## src/rtl/gpio_intr_ctrl.sv

```systemverilog
// gpio_intr_ctrl: Wishbone-slave interrupt controller for 32 GPIO pins.
// Each pin is synchronized, then checked for a programmable level or edge
// condition. The result is latched into a sticky STATUS register, and one
// registered interrupt line is driven when any enabled STATUS bit is set.
module gpio_intr_ctrl #(
  parameter logic [16:0] MODULE_OFFSET     = 17'h0_2000,
  parameter logic [31:0] DEFAULT_REG_VALUE = 32'hFAB_DEF_AC
) (
  input  logic        WBs_CLK_i,
  input  logic        WBs_RST_i,
  input  logic [16:0] WBs_ADR_i,
  input  logic        WBs_CYC_i,
  input  logic        WBs_STB_i,
  input  logic        WBs_WE_i,
  input  logic [3:0]  WBs_BYTE_STB_i,
  input  logic [31:0] WBs_DAT_i,
  output logic [31:0] WBs_DAT_o,
  output logic        WBs_ACK_o,
  input  logic [31:0] GPIO_in_i,
  output logic        GPIO_intr_o
);

  // Word offsets (byte offset >> 2)
  localparam logic [5:0] ADR_RAW    = 6'h00;
  localparam logic [5:0] ADR_TYPE   = 6'h01;
  localparam logic [5:0] ADR_POL    = 6'h02;
  localparam logic [5:0] ADR_EN     = 6'h03;
  localparam logic [5:0] ADR_STATUS = 6'h04;
  localparam logic [5:0] ADR_PEND   = 6'h05;

  logic        module_hit;
  logic        wr_en;
  logic [5:0]  word_adr;
  logic [31:0] byte_mask;
  logic [31:0] masked_dat;

  logic [31:0] sync1_reg, sync2_reg, prev_reg;
  logic [31:0] type_reg, pol_reg, en_reg, status_reg;
  logic [31:0] type_next, pol_next, en_next, status_next;
  logic [31:0] edge_event;
  logic [31:0] w1c_clear;
  logic        ack_reg;
  logic        intr_reg;

  // Byte address bits [1:0] select nothing in a 32-bit register map.
  logic unused_adr_bits;
  assign unused_adr_bits = ^WBs_ADR_i[1:0];

  assign word_adr   = WBs_ADR_i[7:2];
  assign module_hit = (WBs_ADR_i[16:8] == MODULE_OFFSET[16:8]);
  // Qualifying on ~ack makes each access write exactly once.
  assign wr_en      = module_hit & WBs_CYC_i & WBs_STB_i & WBs_WE_i & ~ack_reg;

  genvar gi;

  // Expand the per-byte strobes to a 32-bit bit mask.
  generate
    for (gi = 0; gi < 4; gi++) begin : g_byte_mask
      assign byte_mask[gi*8 +: 8] = {8{WBs_BYTE_STB_i[gi]}};
    end
  endgenerate

  assign masked_dat = WBs_DAT_i & byte_mask;
  assign w1c_clear  = (wr_en && word_adr == ADR_STATUS) ? masked_dat : 32'h0;

  // Next values of the R/W configuration registers under byte strobes
  always_comb begin
    type_next = type_reg;
    pol_next  = pol_reg;
    en_next   = en_reg;
    if (wr_en) begin
      case (word_adr)
        ADR_TYPE: type_next = (type_reg & ~byte_mask) | masked_dat;
        ADR_POL:  pol_next  = (pol_reg  & ~byte_mask) | masked_dat;
        ADR_EN:   en_next   = (en_reg   & ~byte_mask) | masked_dat;
        default:  ;
      endcase
    end
  end

  // Per-pin detection. Events come only from synchronized pin history, so
  // reprogramming POL/TYPE can never fabricate an edge. In edge mode the
  // set path is checked before W1C so a coincident event is never lost.
  generate
    for (gi = 0; gi < 32; gi++) begin : g_pin
      assign edge_event[gi] = pol_reg[gi] ? (sync2_reg[gi] & ~prev_reg[gi])
                                          : (~sync2_reg[gi] & prev_reg[gi]);
      assign status_next[gi] = !type_reg[gi] ? (sync2_reg[gi] == pol_reg[gi]) :
                               edge_event[gi] ? 1'b1 :
                               w1c_clear[gi]  ? 1'b0 :
                               status_reg[gi];
    end
  endgenerate

  // Two-flop synchronizer plus one history stage for edge detection
  always_ff @(posedge WBs_CLK_i or posedge WBs_RST_i) begin
    if (WBs_RST_i) begin
      sync1_reg <= 32'h0;
      sync2_reg <= 32'h0;
      prev_reg  <= 32'h0;
    end else begin
      sync1_reg <= GPIO_in_i;
      sync2_reg <= sync1_reg;
      prev_reg  <= sync2_reg;
    end
  end

  // Configuration and sticky status registers
  always_ff @(posedge WBs_CLK_i or posedge WBs_RST_i) begin
    if (WBs_RST_i) begin
      type_reg   <= 32'h0;
      pol_reg    <= 32'h0;
      en_reg     <= 32'h0;
      status_reg <= 32'h0;
    end else begin
      type_reg   <= type_next;
      pol_reg    <= pol_next;
      en_reg     <= en_next;
      status_reg <= status_next;
    end
  end

  // Single-cycle acknowledge, one clock after the strobe is sampled
  always_ff @(posedge WBs_CLK_i or posedge WBs_RST_i) begin
    if (WBs_RST_i) begin
      ack_reg <= 1'b0;
    end else begin
      ack_reg <= module_hit & WBs_CYC_i & WBs_STB_i & ~ack_reg;
    end
  end

  // Registered interrupt request from enabled status bits
  always_ff @(posedge WBs_CLK_i or posedge WBs_RST_i) begin
    if (WBs_RST_i) begin
      intr_reg <= 1'b0;
    end else begin
      intr_reg <= |(status_reg & en_reg);
    end
  end

  // Combinational read mux; the master holds the address through ACK
  always_comb begin
    case (word_adr)
      ADR_RAW:    WBs_DAT_o = sync2_reg;
      ADR_TYPE:   WBs_DAT_o = type_reg;
      ADR_POL:    WBs_DAT_o = pol_reg;
      ADR_EN:     WBs_DAT_o = en_reg;
      ADR_STATUS: WBs_DAT_o = status_reg;
      ADR_PEND:   WBs_DAT_o = status_reg & en_reg;
      default:    WBs_DAT_o = DEFAULT_REG_VALUE;
    endcase
  end

  assign WBs_ACK_o   = ack_reg;
  assign GPIO_intr_o = intr_reg;

endmodule

```

## config.mk

```make
export PLATFORM = sky130hd
export DESIGN_NAME = gpio_intr_ctrl
export DESIGN_NICKNAME = d
export VERILOG_FILES = /design/src/rtl/gpio_intr_ctrl.sv
export SDC_FILE = /design/constraint.sdc
export NUM_CORES = 1
export LEC_CHECK = 0
export ABC_AREA = 1
export CORE_MARGIN = 1
export CORE_UTILIZATION = 31
export DETAILED_ROUTE_END_ITERATION = 8
export GPL_TIMING_DRIVEN = 0
export SYNTH_ARGS = -nofsm -noshare
export SYNTH_HDL_FRONTEND = slang
export SYNTH_SLANG_ARGS = --single-unit
export TNS_END_PERCENT = 10
```

## constraint.sdc

```tcl
create_clock -name WBs_CLK_i -period 11 [get_ports WBs_CLK_i]
set_input_delay 2.2 -clock WBs_CLK_i [delete_from_list [all_inputs] [get_ports WBs_CLK_i]]
set_output_delay 2.2 -clock WBs_CLK_i [all_outputs]
set_load 0.1 [all_outputs]
```

==> results_dict.tcl, run 1 <==
set metrics [dict create \
    rr_startpoint "WBs_ACK_o" \
    synth-warning-count 0 \
    place.gp.congestion 0.875 \
    die_h_um 190 \
    synthDistinctLibCells 27 \
    peakVddDrop_v 0.000109 \
    final_cell_mix "nand2_1, dfrtp_1, nor2_1" \
    syn_area_per_cell_um2 7.87 \
    cts_setup_buffers 0 \
    cts_buffers 26 \
    postRouteAntennaNets 0 \
    hpwl_mm 24.3 \
    power_density_mw_per_mm2 146 \
    grt_usage 0.198 \
    fin_crit_ns 7.63 \
    slew_headroom 0.309 \
    yosys_register_bits 226 \
    cts.path.max_buffers 3 \
    maxCapViolCount 0 \
    rows 68 \
    finClkSkew_ns 0.0158 \
    cts_tree "built" \
    path_max_fanout 10 \
    die_w_um 190 \
    cts_resized 0 \
    critPathRequiredTime_ns 8.80 \
    cp_slowest_cell "clkdlybuf4s50_1" \
    antenna_found_initial 1 \
    drc_errors 0 \
    crit_path_max_incr_delay_ns 1.16 \
    finalCritPeriodShare 0.694 \
    fin_cells 2014 \
    coreArea_mm2 0.0347 \
    cp-end-kind "output port" \
    whs_endpoint "sync2_reg[30]" \
    syn-num-nets 1484 \
    viasPerCell 5.01 \
    synth.yosys.seq_area_share 0.516 \
    postSynthCellCount 1394 \
    worst-path-buf-inv 4 \
    grt_pass1_wl_mm 54.4 \
    dp.cells 1965 \
    hold_ws_ns 0.346 \
    cp_common_cell "clkdlybuf4s50_1" \
    r2r_cells 7 \
    fin_ws_ns 3.37 \
    ff2ff_setup_slack_ns 9.24 \
    syn2layout_area_growth_pct 24.7 \
    max_slew.worst_pin.slew_ns 1.03 \
    final_nets 1628 \
    start_kind "input pin" \
    pin_count 124 \
    wl_per_cell_um 17.7 \
    hold_buffers 0 \
    num_vias 10100 \
    synth_top_area_share 0.516 \
    grt_overflow 0 \
    max_freq_ghz 0.131 \
    netlist_area_mm2 0.0110 \
    grt_max_degree 125 \
    die_area_mm2 0.0361 \
    crit_family "buffers and inverters" \
    worstSetupPathType "input pin to output port" \
    final_common_cell "nand2_1" \
    dp_slack_ns 3.41 \
    status "completed" \
    drtIter0Drc 898 \
    fin_util 0.394 \
    hold_class "flip-flop to flip-flop" \
    crit_chain "clkdlybuf4s50_1 > nor2_1 > nand3_2 > inv_1 > buf_4 > a22oi_1 > nand3_1 > clkdlybuf4s50_1" \
    synth.area.top_cells "dfrtp_1, nand2_1, nor2_1" \
    port_buffers 115 \
    leakage_nw 6.70 \
    setup-violations-final 0 \
    clock_latency_ns 0.54 \
    yosysTopAreaCell "dfrtp_1" \
    cts.sinks 226 \
    min_path_cells 0 \
    rsz0062_at_grt "false" \
    cts-htree-levels 1 \
    first_global_vias 9320 \
    start_util 0.316 \
    total_power_w 0.00199 \
    fillers 3580 \
    drt_pass1_iterations 5 \
    wirelength_mm 35.6 \
    drive_above_1_share 0.0732 \
    final_max_slew_viol_count 0 \
    min-delay-start "sync1_reg[30]" \
    hold_violations 0 \
    cts_root_buf "clkbuf_16" \
    clkTransAtPathRegs_ns 0.06 \
    arrival_ns 5.43 \
]
## stage by stage
step | cell area (um2) | TNS (ns)
floorplan | 11000 | 0
global placement | 12700 | -152.12
detailed placement | 12700 | 0
CTS | 13700 | 0
global route | 13700 | 0
finish | 13700 | 0
## cells in the mapped netlist
library cell / n
dfrtp_1: 226
buf_6: 4
o21ai_0: 12
clkbuf_1: 13
nand2_2: 1
inv_4: 1
nor2_8: 1
nor2_1: 158
nand4_1: 55
nand2_4: 1
inv_1: 123
a21oi_1: 60
buf_4: 14
inv_6: 1
inv_2: 3
o22ai_1: 7
nand3_1: 111
nand4_2: 5
buf_2: 21
nor2_4: 5
buf_1: 4
nor2_2: 1
o211ai_1: 40
nand3_2: 2
a22oi_1: 9
nand2_1: 509
nand4_4: 7
## report_power, final
group          switching, W  internal [W]
combinational      0.000113     0.0000514
sequential        0.0000147      0.000855
clock              0.000359      0.000598
total              0.000486       0.00150
## layer usage
metal,track usage,wire [um],vias to the layer above
met5,0,0,-
met4,0.0645,1080,0
met3,0.0317,2540,64
met2,0.312,16300,384
met1,0.275,15600,4849
li1,-,-,4786
## cells by family (layout without fill, tap and decap cells)
group / after synthesis / after routing / synth area share
buffers and inverters: 184 / 348 / 0.0736
other: 0 / 1 / 0
AO/OA/AOI/OAI: 128 / 128 / 0.0704
AND/OR/NAND/NOR: 856 / 856 / 0.340
flip-flops: 226 / 226 / 0.516
## how the worst max path moves through the flow
| stage | startpoint | depth (start not counted) | to | slack, ns |
|---|---|---|---|---|
| 4_1_cts | WBs_ADR_i[3] | 8 | WBs_DAT_o[12] | 3.40 |
| 5_1_grt | WBs_ADR_i[3] | 8 | WBs_DAT_o[12] | 3.28 |
| 6_report | WBs_ADR_i[3] | 8 | WBs_DAT_o[12] | 3.37 |
| 3_3_place_gp | WBs_RST_i | 2 | sync2_reg[11] | -0.70 |
| 3_5_place_dp | WBs_ADR_i[3] | 8 | WBs_DAT_o[12] | 3.41 |
| 2_1_floorplan | WBs_RST_i | 1 | GPIO_intr_o | 2.61 |
## area by class of cell
type                    count  area [um2]  area share
multi-input cells         984        4510       0.329
clock inverters            13         196      0.0144
diodes                      1        2.50    0.000183
flip-flops and latches    226        5660       0.413
well taps                 455         569      0.0416
plain buffers              56         319      0.0233
inverters                 128         495      0.0362
clock buffers              35         756      0.0552
repair buffers            116        1180      0.0862
No activity file was read; power rests on OpenSTA's default activity.
==> inputs of run 2 (changes only) <==
==> constraint.sdc (replaced) <==
create_clock -name WBs_CLK_i -period 7.4 [get_ports WBs_CLK_i]
set_input_delay 1.48 -clock WBs_CLK_i [delete_from_list [all_inputs] [get_ports WBs_CLK_i]]
set_output_delay 1.48 -clock WBs_CLK_i [all_outputs]
set_load 0.1 [all_outputs]
==> run 2 against run 1 <==
Compared with the run above:
- first-iteration DRC count increased by 3.7%
- global-route usage increased by 0.23 points
- sequential share of layout area increased by 0.18 points
- hold slack improved by 0.00066 ns
- sequential power increased by 48%
- clock power increased by 30%
- total power increased by 40%
- largest cell class unchanged
- largest power group is now sequential cells
==> results_dict.tcl, run 2 (synthesis results as in run 1) <==
set metrics [dict create \
    start_kind "input pin" \
    final_nets 1633 \
    fin_util 0.392 \
    die_h_um 190 \
    finClkSkew_ns 0.0226 \
    clock_latency_ns 0.54 \
    rsz0062_at_grt "false" \
    diodes 0 \
    cts_tree "built" \
    p_switching_w 0.000712 \
    cp-end-kind "output port" \
    start_util 0.316 \
    syn2layout_area_growth_pct 24.2 \
    first_global_vias 9630 \
    highest_layer "met5" \
    hpwl_mm 24.8 \
    place.gp.congestion 0.876 \
    viasPerCell 4.98 \
    drc_errors 0 \
    die_area_mm2 0.0361 \
    hold_buffers 0 \
    postRouteAntennaNets 0 \
    clock_power_share 0.444 \
    cts_setup_buffers 0 \
    grt_overflow 0 \
    arrival_ns 4.72 \
    dpl_cell_area_mm2 0.0128 \
    hold_class "flip-flop to flip-flop" \
    cts.path.max_buffers 3 \
    drive_above_1_share 0.0725 \
    total_power_w 0.00278 \
    met3_length_mm 2.88 \
    drt-met1-wl_mm 15.6 \
    cts_root_buf "clkbuf_16" \
    die_w_um 190 \
    path_max_fanout 10 \
    grt_max_degree 40 \
    antenna_found_initial 1 \
    grt_pass1_wl_mm 55.2 \
    drt_pass1_iterations 6 \
    finalCritPeriodShare 0.838 \
    hold_ws_ns 0.347 \
    slew_headroom 0.306 \
    final_cell_mix "nand2_1, dfrtp_1, nor2_1" \
    worstSetupPathType "input pin to output port" \
    clkTransAtPathRegs_ns 0.06 \
    wirelength_mm 35.7 \
    rows 68 \
    dr_wl_met2_mm 16.3 \
    wl_per_cell_um 17.8 \
    status "completed" \
    coreArea_mm2 0.0347 \
    cts_buffers 26 \
    port_buffers 115 \
    tns_ns 0 \
    final_common_cell "nand2_1" \
    cts_resized 0 \
    num_vias 10000 \
    max_slew.worst_pin.slew_ns 1.04 \
    grt_usage 0.200 \
    fin_crit_ns 6.20 \
    cts.sinks 226 \
    max_freq_ghz 0.161 \
    p_seq_frac 0.465 \
    hold_violations 0 \
    power_frac_comb 0.090 \
    drtIter0Drc 931 \
    critPathRequiredTime_ns 5.92 \
    internal_power_w 0.00207 \
    leakage_nw 6.67 \
    setup-violations-final 0 \
    power_density_mw_per_mm2 204 \
    peakVddDrop_v 0.000160 \
    final_area_mm2 0.0136 \
    final_max_slew_viol_count 0 \
    pin_count 124 \
    maxCapViolCount 0 \
    fillers 3565 \
    cts-htree-levels 1 \
    swShare 0.256 \
]
[run 2: worst paths after layout]
path                               start       endpoint  slack, ns  cells after the start
max                         WBs_ADR_i[3]  WBs_DAT_o[26]       1.20                      8
min                        sync1_reg[26]  sync2_reg[26]       0.35                      0
max reg2reg                    WBs_ACK_o  status_reg[6]       5.69                      7
min reg2reg                sync1_reg[26]  sync2_reg[26]       0.35                      0
max in group asynchronous      WBs_RST_i  sync1_reg[11]       5.02                      5
min in group asynchronous      WBs_RST_i  sync1_reg[27]       1.29                      2
[run 2: cell type report]
| class | count | area [um2] | share of cell area |
|---|---|---|---|
| multi-input cells | 984 | 4510 | 0.331 |
| plain buffers | 56 | 319 | 0.0234 |
| clock buffers | 34 | 721 | 0.0529 |
| flip-flops and latches | 226 | 5660 | 0.415 |
| repair buffers | 121 | 1270 | 0.0933 |
| well taps | 455 | 569 | 0.0418 |
| clock inverters | 9 | 85.1 | 0.00625 |
| inverters | 128 | 492 | 0.0361 |
[run 2: worst max-delay path, cell delays in order]
cell and delay [ns]:
clkdlybuf4s50_1 0.51, nor2_1 0.21, nand3_2 0.35, inv_1 0.42, buf_4 0.30, a22oi_1 0.12
nand2_1 0.17, clkdlybuf4s50_1 1.16
[run 2: stage by stage]
stage,cells,setup WS (ns)
finish,2013,1.20
global route,2013,1.11
CTS,2013,1.26
detailed placement,1970,1.27
global placement,1964,1.03
floorplan,1394,2.71
[run 2: power by group through the flow]
stage / Combinational (W) / Sequential [W] / Clock, W
after floorplan: 0.000137 / 0.00131 / 0
after global placement: 0.000242 / 0.00132 / 0
after detailed placement: 0.000251 / 0.00132 / 0
after CTS: 0.000252 / 0.00129 / 0.00126
after global routing: 0.000274 / 0.00130 / 0.00132
final: 0.000251 / 0.00129 / 0.00124
[run 2: layer usage]
metal | up-vias | GRT usage
met3 | 67 | 0.0367
met5 | - | 0
met1 | 4736 | 0.274
met4 | 2 | 0.0555
li1 | 4796 | -
met2 | 415 | 0.321
==> inputs of run 3 (changes only) <==
==> constraint.sdc (replaced) <==
create_clock -name WBs_CLK_i -period 6.3 [get_ports WBs_CLK_i]
set_input_delay 1.26 -clock WBs_CLK_i [delete_from_list [all_inputs] [get_ports WBs_CLK_i]]
set_output_delay 1.26 -clock WBs_CLK_i [all_outputs]
set_load 0.1 [all_outputs]
==> results of run 3 <==
The final DEF is identical to that of run 2. Status: completed.
Main changes from that run: setup slack after placement 1.27 ns -> 0.609 ns; setup slack after layout 1.20 ns -> 0.540 ns; register-to-register setup slack 5.69 ns -> 4.59 ns; total power 0.00278 W -> 0.00327 W; worst IR drop on VDD 0.000160 V -> 0.000187 V
